--- src/rtl/an_sec_decode_sched_pkg.sv ---
// Shared types and defaults for the AN-code (A = 131) SEC decoder scheduler.
package sec_sched_pkg;

  localparam int unsigned AN_A            = 131;
  localparam int unsigned DEF_NREQ        = 4;
  localparam int unsigned DEF_W_BITS      = 61;
  localparam int unsigned DEF_N_BITS      = 53;
  localparam int unsigned DEF_ID_BITS     = 2;
  localparam int unsigned DEF_WDOG_CYCLES = 32;

  typedef enum logic [1:0] {
    S_IDLE    = 2'd0,
    S_DISCARD = 2'd1,
    S_WAIT    = 2'd2,
    S_RESP    = 2'd3
  } sched_state_e;

endpackage

--- src/rtl/an_sec_decode_sched_if.sv ---
// Request, decoder-core and response signals of the SEC decode scheduler.
interface an_sec_decode_sched_if
  import sec_sched_pkg::*;
#(
  parameter int unsigned NREQ    = DEF_NREQ,
  parameter int unsigned W_BITS  = DEF_W_BITS,
  parameter int unsigned N_BITS  = DEF_N_BITS,
  parameter int unsigned ID_BITS = DEF_ID_BITS
);
  logic [NREQ-1:0]        req_valid;
  logic [NREQ*W_BITS-1:0] req_w;
  logic [NREQ-1:0]        req_ready;
  logic [W_BITS-1:0]      core_w;
  logic                   core_found;
  logic [N_BITS-1:0]      core_n;
  logic                   rsp_valid;
  logic                   rsp_ready;
  logic [ID_BITS-1:0]     rsp_id;
  logic [N_BITS-1:0]      rsp_n;
  logic                   rsp_err;
  logic                   busy;

  modport master (
    output req_valid, req_w, core_found, core_n, rsp_ready,
    input  req_ready, core_w, rsp_valid, rsp_id, rsp_n, rsp_err, busy
  );

  modport slave (
    input  req_valid, req_w, core_found, core_n, rsp_ready,
    output req_ready, core_w, rsp_valid, rsp_id, rsp_n, rsp_err, busy
  );
endinterface

--- src/rtl/an_sec_decode_sched_arb.sv ---
// Round-robin arbiter: first valid requester at or after ptr_i wins.
module sec_rr_arbiter #(
  parameter int unsigned NREQ = 4
) (
  input  logic [NREQ-1:0]         req_i,
  input  logic [$clog2(NREQ)-1:0] ptr_i,
  output logic [NREQ-1:0]         grant_o,
  output logic [$clog2(NREQ)-1:0] winner_o
);
  localparam int unsigned IDX_W = $clog2(NREQ);

  always_comb begin
    int unsigned idx;
    logic        found;
    grant_o  = '0;
    winner_o = '0;
    found    = 1'b0;
    idx      = 0;
    for (int unsigned off = 0; off < NREQ; off++) begin
      idx = (32'(ptr_i) + off) % NREQ;
      if (!found && req_i[IDX_W'(idx)]) begin
        found                  = 1'b1;
        grant_o[IDX_W'(idx)]   = 1'b1;
        winner_o               = IDX_W'(idx);
      end
    end
  end

endmodule

--- src/rtl/an_sec_decode_sched.sv ---
// Shares one free-running AN SEC decoder core among NREQ requesters, one codeword in flight.
// Optional watchdog on the core result: define SEC_SCHED_WDOG_EN.
module an_sec_decode_sched
  import sec_sched_pkg::*;
#(
  parameter int unsigned NREQ        = DEF_NREQ,
  parameter int unsigned W_BITS      = DEF_W_BITS,
  parameter int unsigned N_BITS      = DEF_N_BITS,
  parameter int unsigned ID_BITS     = DEF_ID_BITS,
  parameter int unsigned WDOG_CYCLES = DEF_WDOG_CYCLES
) (
  input logic                  clk,
  input logic                  rst_n,
  an_sec_decode_sched_if.slave bus
);
  localparam int unsigned IDX_W = $clog2(NREQ);

  if (NREQ < 2 || NREQ > 8) begin : g_nreq_chk
    $error("NREQ must be in 2..8");
  end
  if (W_BITS < N_BITS + $clog2(AN_A)) begin : g_w_chk
    $error("W_BITS cannot hold A*N for N_BITS data");
  end
  if ((1 << ID_BITS) < NREQ) begin : g_id_chk
    $error("ID_BITS too narrow for NREQ");
  end
  if (WDOG_CYCLES < 2) begin : g_wdog_chk
    $error("WDOG_CYCLES must be at least 2");
  end

  sched_state_e      state_q, state_d;
  logic [IDX_W-1:0]  ptr_q, ptr_d;
  logic [W_BITS-1:0] w_q, w_d;
  logic [ID_BITS-1:0] id_q, id_d;
  logic [N_BITS-1:0] n_q, n_d;
  logic [NREQ-1:0]   grant_c, req_ready_c;
  logic [IDX_W-1:0]  winner_c;
  logic [W_BITS-1:0] req_w_a [NREQ];

`ifdef SEC_SCHED_WDOG_EN
  localparam int unsigned CNT_W = $clog2(WDOG_CYCLES + 1);
  logic [CNT_W-1:0] cnt_q, cnt_d;
  logic             err_q, err_d;
`endif

  for (genvar g = 0; g < NREQ; g++) begin : g_unpack
    assign req_w_a[g] = bus.req_w[g*W_BITS +: W_BITS];
  end

  sec_rr_arbiter #(.NREQ(NREQ)) u_arb (
    .req_i    (bus.req_valid),
    .ptr_i    (ptr_q),
    .grant_o  (grant_c),
    .winner_o (winner_c)
  );

  // Next state; the first core_found after a load is a stale pass and is skipped.
  always_comb begin
    state_d     = state_q;
    ptr_d       = ptr_q;
    w_d         = w_q;
    id_d        = id_q;
    n_d         = n_q;
    req_ready_c = '0;
`ifdef SEC_SCHED_WDOG_EN
    cnt_d       = cnt_q;
    err_d       = err_q;
`endif
    unique case (state_q)
      S_IDLE: begin
        if (|bus.req_valid) begin
          req_ready_c = grant_c;
          w_d         = req_w_a[winner_c];
          id_d        = ID_BITS'(winner_c);
          ptr_d       = IDX_W'((32'(winner_c) + 1) % NREQ);
          state_d     = S_DISCARD;
`ifdef SEC_SCHED_WDOG_EN
          cnt_d       = '0;
          err_d       = 1'b0;
`endif
        end
      end
      S_DISCARD: if (bus.core_found) state_d = S_WAIT;
      S_WAIT: begin
        if (bus.core_found) begin
          n_d     = bus.core_n;
          state_d = S_RESP;
        end
      end
      S_RESP:  if (bus.rsp_ready) state_d = S_IDLE;
      default: state_d = S_IDLE;
    endcase
`ifdef SEC_SCHED_WDOG_EN
    // Give up on a silent core and answer with an error response.
    if (state_q == S_DISCARD || (state_q == S_WAIT && !bus.core_found)) begin
      cnt_d = cnt_q + CNT_W'(1);
      if (cnt_q == CNT_W'(WDOG_CYCLES - 1)) begin
        n_d     = '0;
        err_d   = 1'b1;
        state_d = S_RESP;
      end
    end
`endif
  end

  always_ff @(posedge clk or negedge rst_n) begin
    if (!rst_n) begin
      state_q <= S_IDLE;
      ptr_q   <= '0;
      w_q     <= '0;
      id_q    <= '0;
      n_q     <= '0;
`ifdef SEC_SCHED_WDOG_EN
      cnt_q   <= '0;
      err_q   <= 1'b0;
`endif
    end else begin
      state_q <= state_d;
      ptr_q   <= ptr_d;
      w_q     <= w_d;
      id_q    <= id_d;
      n_q     <= n_d;
`ifdef SEC_SCHED_WDOG_EN
      cnt_q   <= cnt_d;
      err_q   <= err_d;
`endif
    end
  end

  assign bus.req_ready = req_ready_c;
  assign bus.core_w    = w_q;
  assign bus.rsp_valid = (state_q == S_RESP);
  assign bus.rsp_id    = id_q;
  assign bus.rsp_n     = n_q;
  assign bus.busy      = (state_q != S_IDLE);
`ifdef SEC_SCHED_WDOG_EN
  assign bus.rsp_err   = err_q;
`else
  assign bus.rsp_err   = 1'b0;
`endif

endmodule

--- src/flat_wrapper.sv ---
// flat-port wrapper written by rule: the top's interface ports become plain ports
module an_sec_decode_sched_flat import sec_sched_pkg::*;
#(
  parameter int unsigned NREQ        = DEF_NREQ,
  parameter int unsigned W_BITS      = DEF_W_BITS,
  parameter int unsigned N_BITS      = DEF_N_BITS,
  parameter int unsigned ID_BITS     = DEF_ID_BITS,
  parameter int unsigned WDOG_CYCLES = DEF_WDOG_CYCLES
)
  (clk, rst_n, bus_req_valid, bus_req_w, bus_core_found, bus_core_n, bus_rsp_ready, bus_req_ready, bus_core_w, bus_rsp_valid, bus_rsp_id, bus_rsp_n, bus_rsp_err, bus_busy);
  an_sec_decode_sched_if #(.NREQ(NREQ), .W_BITS(W_BITS), .N_BITS(N_BITS), .ID_BITS(ID_BITS)) bus_i ();
  input logic clk;
  input logic rst_n;
  input wire logic [$bits(bus_i.req_valid)-1:0] bus_req_valid;
  input wire logic [$bits(bus_i.req_w)-1:0] bus_req_w;
  input wire logic [$bits(bus_i.core_found)-1:0] bus_core_found;
  input wire logic [$bits(bus_i.core_n)-1:0] bus_core_n;
  input wire logic [$bits(bus_i.rsp_ready)-1:0] bus_rsp_ready;
  output wire logic [$bits(bus_i.req_ready)-1:0] bus_req_ready;
  output wire logic [$bits(bus_i.core_w)-1:0] bus_core_w;
  output wire logic [$bits(bus_i.rsp_valid)-1:0] bus_rsp_valid;
  output wire logic [$bits(bus_i.rsp_id)-1:0] bus_rsp_id;
  output wire logic [$bits(bus_i.rsp_n)-1:0] bus_rsp_n;
  output wire logic [$bits(bus_i.rsp_err)-1:0] bus_rsp_err;
  output wire logic [$bits(bus_i.busy)-1:0] bus_busy;
  assign bus_i.req_valid = bus_req_valid;
  assign bus_i.req_w = bus_req_w;
  assign bus_i.core_found = bus_core_found;
  assign bus_i.core_n = bus_core_n;
  assign bus_i.rsp_ready = bus_rsp_ready;
  assign bus_req_ready = bus_i.req_ready;
  assign bus_core_w = bus_i.core_w;
  assign bus_rsp_valid = bus_i.rsp_valid;
  assign bus_rsp_id = bus_i.rsp_id;
  assign bus_rsp_n = bus_i.rsp_n;
  assign bus_rsp_err = bus_i.rsp_err;
  assign bus_busy = bus_i.busy;
  an_sec_decode_sched #(.NREQ(NREQ), .W_BITS(W_BITS), .N_BITS(N_BITS), .ID_BITS(ID_BITS), .WDOG_CYCLES(WDOG_CYCLES)) u_core (.clk(clk), .rst_n(rst_n), .bus(bus_i));
endmodule
--- config.mk ---
export PLATFORM = sky130hd
export DESIGN_NAME = an_sec_decode_sched_flat
export DESIGN_NICKNAME = d
export VERILOG_FILES = /design/src/rtl/an_sec_decode_sched_pkg.sv /design/src/rtl/an_sec_decode_sched_if.sv /design/src/rtl/an_sec_decode_sched_arb.sv /design/src/rtl/an_sec_decode_sched.sv /design/src/flat_wrapper.sv
export SDC_FILE = /design/constraint.sdc
export NUM_CORES = 1
export LEC_CHECK = 0
export BUFFER_PORTS_ARGS = -buffer_cell sky130_fd_sc_hd__buf_2
export CAP_MARGIN = 20
export CELL_PAD_IN_SITES_DETAIL_PLACEMENT = 1
export CELL_PAD_IN_SITES_GLOBAL_PLACEMENT = 2
export CORE_AREA = 3 3 167 169
export DETAILED_ROUTE_END_ITERATION = 6
export DIE_AREA = 0 0 170 172
export GPL_ROUTABILITY_DRIVEN = 0
export PLACE_DENSITY = 0.93
export SLEW_MARGIN = 5
export SYNTH_ARGS = -nofsm -noshare
export SYNTH_HDL_FRONTEND = slang
export SYNTH_SLANG_ARGS = --single-unit
--- constraint.sdc ---
create_clock -name clk -period 4.54 [get_ports clk]
set_input_delay 0.908 -clock clk [delete_from_list [all_inputs] [get_ports clk]]
set_output_delay 0.908 -clock clk [all_outputs]
set_load 0.005 [all_outputs]
==> results of run 1 <==
-- sequential cells by signal (all words and copies together) (netlist names) --
name / flops
u_core.ptr_q: 2
u_core.bus.core_w: 61
u_core.state_q: 2
u_core.bus.rsp_n: 53
u_core.bus.rsp_id: 2
-- logic make-up after synthesis --
kind of cell,Yosys count
buf+inv,51
flops,120
fa+ha+maj,12
other cells,1
compound gates,88
simple gates,92
mux,185
-- power groups by stage --
stage | registers, W | logic (W) | clock network (W)
after floorplan | 0.00195 | 0.00260 | 0
after global placement | 0.00192 | 0.00391 | 0
final | 0.00194 | 0.00394 | 0.00147
after detailed placement | 0.00196 | 0.00402 | 0
after CTS | 0.00194 | 0.00403 | 0.00151
after global routing | 0.00201 | 0.00432 | 0.00156
-- synthesized netlist by cell type --
master    count  area share [%]
inv_1         6            0.35
mux2i_1     125              19
nand3_1       1           0.077
mux2i_2       1            0.21
nor3_1        1           0.077
nand2_1      70             4.1
a22oi_1       1            0.12
o21ai_1       1           0.077
nor2_1        9            0.52
buf_6         7             1.2
and3b_1       1            0.14
buf_4         1            0.12
a221oi_1      4            0.54
buf_2        15             1.2
o22ai_1       1           0.097
mux2_2       56             9.7
ha_1         12             2.3
a21oi_1       7            0.54
o21a_1        1            0.12
o21ai_0       7            0.54
o221ai_1     61             8.2
conb_1        1           0.058
a31oi_1       1           0.097
mux4_2        3             1.0
nand3b_1      4            0.46
a211o_1       1            0.14
nor4_1        1           0.097
clkbuf_1     22             1.3
o211ai_1      1            0.12
a211oi_2      1            0.19
nand2b_1      3            0.29
or3_1         2            0.19
o211a_1       1            0.15
dfrtp_1     120              46
-- stage by stage --
stage | hold slack (ps) | worst slack, ps
4_1_cts | 440 | 438
2_1_floorplan | 471 | 1340
5_1_grt | 446 | 143
3_3_place_gp | 456 | 1020
3_5_place_dp | 468 | 901
6_report | 433 | 453
-- worst register-to-register path, delay by kind of cell, from the launching register on --
family	cells	cell delay, ps
flops	1	800
buf+inv	2	600
mux	2	830
compound gates	2	680
fa+ha+maj	1	440
simple gates	1	160
-- layout make-up --
| cell class | instances | area share, % |
|---|---|---|
| antenna | 2 | 0.0522 |
| clock buffer | 17 | 4.44 |
| clock inverter | 15 | 2.13 |
| inverter | 6 | 0.235 |
| multi-input combinational | 378 | 33.8 |
| sequential | 120 | 31.3 |
| tap | 341 | 4.45 |
| timing repair buffer | 438 | 23.6 |
-- path summary, 6_finish.rpt --
| path | slack (ps) | to | startpoint | cells past startpoint |
|---|---|---|---|---|
| worst max-delay path | 450 | bus_req_ready[1] | u_core.ptr_q[0]$_DFFE_PN0P_ | 7 |
| max in group asynchronous | 3210 | u_core.bus.rsp_n[4]$_DFFE_PN0P_ | rst_n | 2 |
| worst min register to register | 480 | u_core.bus.rsp_id[1]$_DFFE_PN0P_ | u_core.bus.rsp_id[1]$_DFFE_PN0P_ | 2 |
| min in group clk | 480 | u_core.bus.rsp_id[1]$_DFFE_PN0P_ | u_core.bus.rsp_id[1]$_DFFE_PN0P_ | 2 |
| worst max register to register | 880 | u_core.bus.core_w[22]$_DFFE_PN0P_ | u_core.ptr_q[0]$_DFFE_PN0P_ | 8 |
| worst min-delay path | 430 | u_core.bus.core_w[26]$_DFFE_PN0P_ | rst_n | 1 |
-- layer usage --
layer | wire (um) | up-vias | global-route usage [%]
met2 | 13200 | 255 | 29.4
met5 | 13 | - | 0
met4 | 343 | 2 | 4.27
met3 | 1970 | 22 | 5.37
li1 | - | 2876 | -
met1 | 9120 | 3021 | 16.7
==> metrics.txt, run 1 <==
post-route ant nets 0; most frequent cells in the layout buf_2, mux2i_1, dfrtp_1, nand2_1, o221ai_1; sequential share of power approximately a quarter; Starting Density 24.2%; Final Cell Area between 0.009 and 0.01 mm^2; num ports 428; DP Wirelength ~19 mm; hold buffer count at CTS 0; crit-path cells inv_1 -> ha_1 -> mux4_2 -> nor3_1 -> a221oi_1 -> nor2_1 -> buf_2; Synth Area in XOR/XNOR 0%; clock buffer count from CTS 17; mux share of post-synthesis cell area a little under a third; Max VDD drop 0.334 mV; chip height roughly 170 um; post-route core utilization 35.9%; vias per inst approximately 4.7; Leak Pwr around 5.1 nW; Setup violations, final 0; Ys Warns 0; P_sw 0.00296 W; drc violations 0; Tcrit/Tclk final about nine tenths; max-slew violations 0; Layout area overhead 48.0%; First-pass DRT Iterations 6; largest family of logic cells by synthesized area multiplexers; clock power share about 20%; CTS Sinks 120; first-pass GRT wire length about 36 mm; total power 0.00735 W; cell count after placement 1283; H-tree levels 4; critical path arrival 3180 ps; vias in the first global route 6459; min Tclk post-route between 4000 and 5000 ps; total negative slack 0 ps; Post-DP Area 0.00895 mm^2; area of the multi-input gates roughly 0.0032 mm^2; final wirelength about 25 mm; cts repair resizes 0; initial antenna violation count 2; Detailed Route Iter0 Violations about 160; Rel. slew slack a little under half; All-Layer GR Usage 15.6%; clock skew 17.0 ps; Clock Pin Slew Worst Setup and Hold Paths 70 ps; area fraction in compound gates after synthesis 11.0%; nets around 1300; critical path type reg -> out; switching share of power around two fifths; Worst Tran Pin Value 805 ps; CP Buf/Inv Count 2; Internal roughly 0.0044 W; clock latency reported for the late side of the worst-skew pair roughly 420 ps; Mapped Nets between 800 and 900; Adder-Cell Fraction of Synth Area about 2.3%; GR Overflow Total 0; Crit. End Element primary output; Vias 6176; synthesized flop and latch total 120; Crit path largest cell delay approximately 800 ps; core box area 0.0267 mm^2; num rows 60; Synth Area in Simple Gates under 10%; Seq/Total Area, Yosys 46.3%; Setup Fix Bufs, Post-CTS 0; I/O Buffers ~430; Max clock buf depth 2; PD cells between 700 and 800 mW/mm^2; f_max between 200 and 250 MHz; cell family with most CP delay flip-flops; crit path launch type register; Synth Area per Inst approximately 12 um^2; Seq. cell area 0.00300 mm^2; Root Driver clkbuf_16; count of cell types in the netlist 34; share of cells above drive strength 1 55.0%; wire per inst 18.7 um; Mapped Cells approximately 550; Comb power frac ~54%; RSZ-0062 raised after global routing no; CTS tree built; largest net degree at the start of global routing 50; worst hold path class in -> async; WP data required approximately 3600 ps; Max-cap violations 0; CP max-delay cell dfrtp_1; worst-path maximum fanout 20; Mapped Area 0.00648 mm^2; Die X-Extent approximately 170 um; most common cell after layout, fill and taps aside buf_2; full die area 0.0292 mm^2; Final Hold Violating Endpoints 0; status complete, no violations; fin cells approximately 1300; # fillers 3132
No activity file was read; power rests on OpenSTA's default activity.
==> run 2, diff against run 1 <==
--- a/config.mk
+++ b/config.mk
@@ -7,13 +7,12 @@
 export LEC_CHECK = 0
 export BUFFER_PORTS_ARGS = -buffer_cell sky130_fd_sc_hd__buf_2
 export CAP_MARGIN = 20
-export CELL_PAD_IN_SITES_DETAIL_PLACEMENT = 1
-export CELL_PAD_IN_SITES_GLOBAL_PLACEMENT = 2
 export CORE_AREA = 3 3 167 169
+export CTS_BUF_LIST = sky130_fd_sc_hd__clkbuf_4 sky130_fd_sc_hd__clkbuf_8
 export DETAILED_ROUTE_END_ITERATION = 6
 export DIE_AREA = 0 0 170 172
 export GPL_ROUTABILITY_DRIVEN = 0
-export PLACE_DENSITY = 0.93
+export PLACE_DENSITY = 0.63
 export SLEW_MARGIN = 5
 export SYNTH_ARGS = -nofsm -noshare
 export SYNTH_HDL_FRONTEND = slang
==> metrics.txt, run 2 (synthesis results as in run 1) <==
Die X-Extent between 150 and 200 um; cts repair resizes 0; status complete, no violations; Place WS approximately 940 ps; PD cells between 700 and 800 mW/mm^2; vias in the first global route just under 6000; All-Layer GR Usage between 10% and 20%; First-pass DRT Iterations 5; Clock Pin Slew Worst Setup and Hold Paths about 80 ps; DP Wirelength about 18 mm; Largest register FFs 61; Max clock buf depth 2; num rows 60; cell count after placement 1279; clock buffer count from CTS 17; I/O Buffers ~430; CTS tree built; num ports about 430; drc violations 0; Setup violations, final 0; full die area ~0.029 mm^2; CP Buf/Inv Count 2; most common cell after layout, fill and taps aside buf_2; nets 1274; chip height roughly 170 um; wire per inst around 17 um; worst setup path start u_core.ptr_q[0]$_DFFE_PN0P_; worst-path maximum fanout 20; Crit. End Element primary output; Rel. slew slack approximately two fifths; Starting Density ~24%; cell family with most CP delay flip-flops; Leak Pwr 4.97 nW; H-tree levels 4; Final Hold Violating Endpoints 0; Crit path largest cell delay ~800 ps; vias per inst approximately 4.6; PnR worst setup slack 516 ps; CP Depth 7; FF-to-FF path depth 8; Setup Fix Bufs, Post-CTS 0; crit path launch type register; min Tclk post-route 4020 ps; clock skew 17.6 ps; # fillers 2724; worst hold slack between 400 and 500 ps; total negative slack 0 ps; CP max-delay cell dfrtp_1; fin cells between 1000 and 1500; initial antenna violation count 1; f_max approximately 250 MHz; Vias a little over 6000; Detailed Route Iter0 Violations a little under 200; GR Overflow Total 0; largest net degree at the start of global routing between 60 and 70; Root Driver clkbuf_8; crit-path cells inv_1 -> ha_1 -> mux4_2 -> nor3_1 -> a221oi_1 -> nor2_1 -> buf_2; share of cells above drive strength 1 54.8%; WP data required around 3600 ps; Worst Tran Pin Value between 900 and 1000 ps; core box area between 0.02 and 0.03 mm^2; most frequent cells in the layout buf_2, mux2i_1, dfrtp_1, nand2_1, o221ai_1; Layout area overhead 44.4%; final wirelength approximately 23 mm; CTS Sinks 120; Tcrit/Tclk final between 80 and 90%; total power 0.00679 W; max-slew violations 0; clock latency reported for the late side of the worst-skew pair between 400 and 500 ps; first-pass GRT wire length roughly 33 mm; RSZ-0062 raised after global routing no; reg-to-reg startpoint u_core.ptr_q[0]$_DFFE_PN0P_; Max-cap violations 0; critical path arrival 3120 ps; hold buffer count at CTS 0; worst hold path class in -> async; post-route ant nets 0; critical path type reg -> out; Max VDD drop approximately 0.29 mV
==> run 2: cell types whose count changed in the layout (fill, tap and decap cells not counted) <==
cell	change
clkbuf_16	-17
clkbuf_8	+17
clkinvlp_4	+1
diode_2	-1
clkbuf_4	+1
clkinv_4	+2
buf_12	+2
inv_8	-3
bufinv_16	-1
buf_4	-6
==> run 2: final cells by class <==
type                       count  area [um^2]  share of cell area, %
tap                          341          427                   4.56
timing repair buffer         434         2260                   24.2
clock buffer                  18          241                   2.58
inverter                       6         22.5                  0.241
antenna                        1         2.50                 0.0267
sequential                   120         3000                   32.1
clock inverter                14          165                   1.76
multi-input combinational    378         3240                   34.6
==> run 2: stage by stage <==
| stage | utilization [%] | area [um^2] |
|---|---|---|
| after CTS | 35.0 | 9360 |
| after global placement | 33.5 | 8950 |
| after detailed placement | 33.5 | 8950 |
| after global routing | 35.0 | 9360 |
| final | 35.0 | 9360 |
| after floorplan | - | 6480 |
==> run 2: final timing paths <==
check	endpoint	slack [ps]
max	bus_req_ready[3]	520
min in group clk	u_core.bus.core_w[19]$_DFFE_PN0P_	480
max in group asynchronous	u_core.bus.rsp_n[8]$_DFFE_PN0P_	3350
max reg2reg	u_core.bus.core_w[39]$_DFFE_PN0P_	1030
min	u_core.bus.core_w[32]$_DFFE_PN0P_	420
min reg2reg	u_core.bus.core_w[19]$_DFFE_PN0P_	480
==> run 2: per-layer routing <==
metal  wire (um)  part of all wire, %  track usage [%]  up-vias
met5           0                    0                0        -
met4         344                  1.5             4.09        0
met3        2100                  9.3             5.24       18
met2       11700                   52             26.0      281
met1        8490                   37             16.1     2867
li1            -                    -                -     2874
==> run 2: where the power goes <==
part	internal (W)	leakage [nW]	switching, W
registers	0.00163	1.45	0.000311
clock network	0.000510	0.201	0.000514
logic	0.00186	3.32	0.00197
total	0.00399	4.97	0.00280
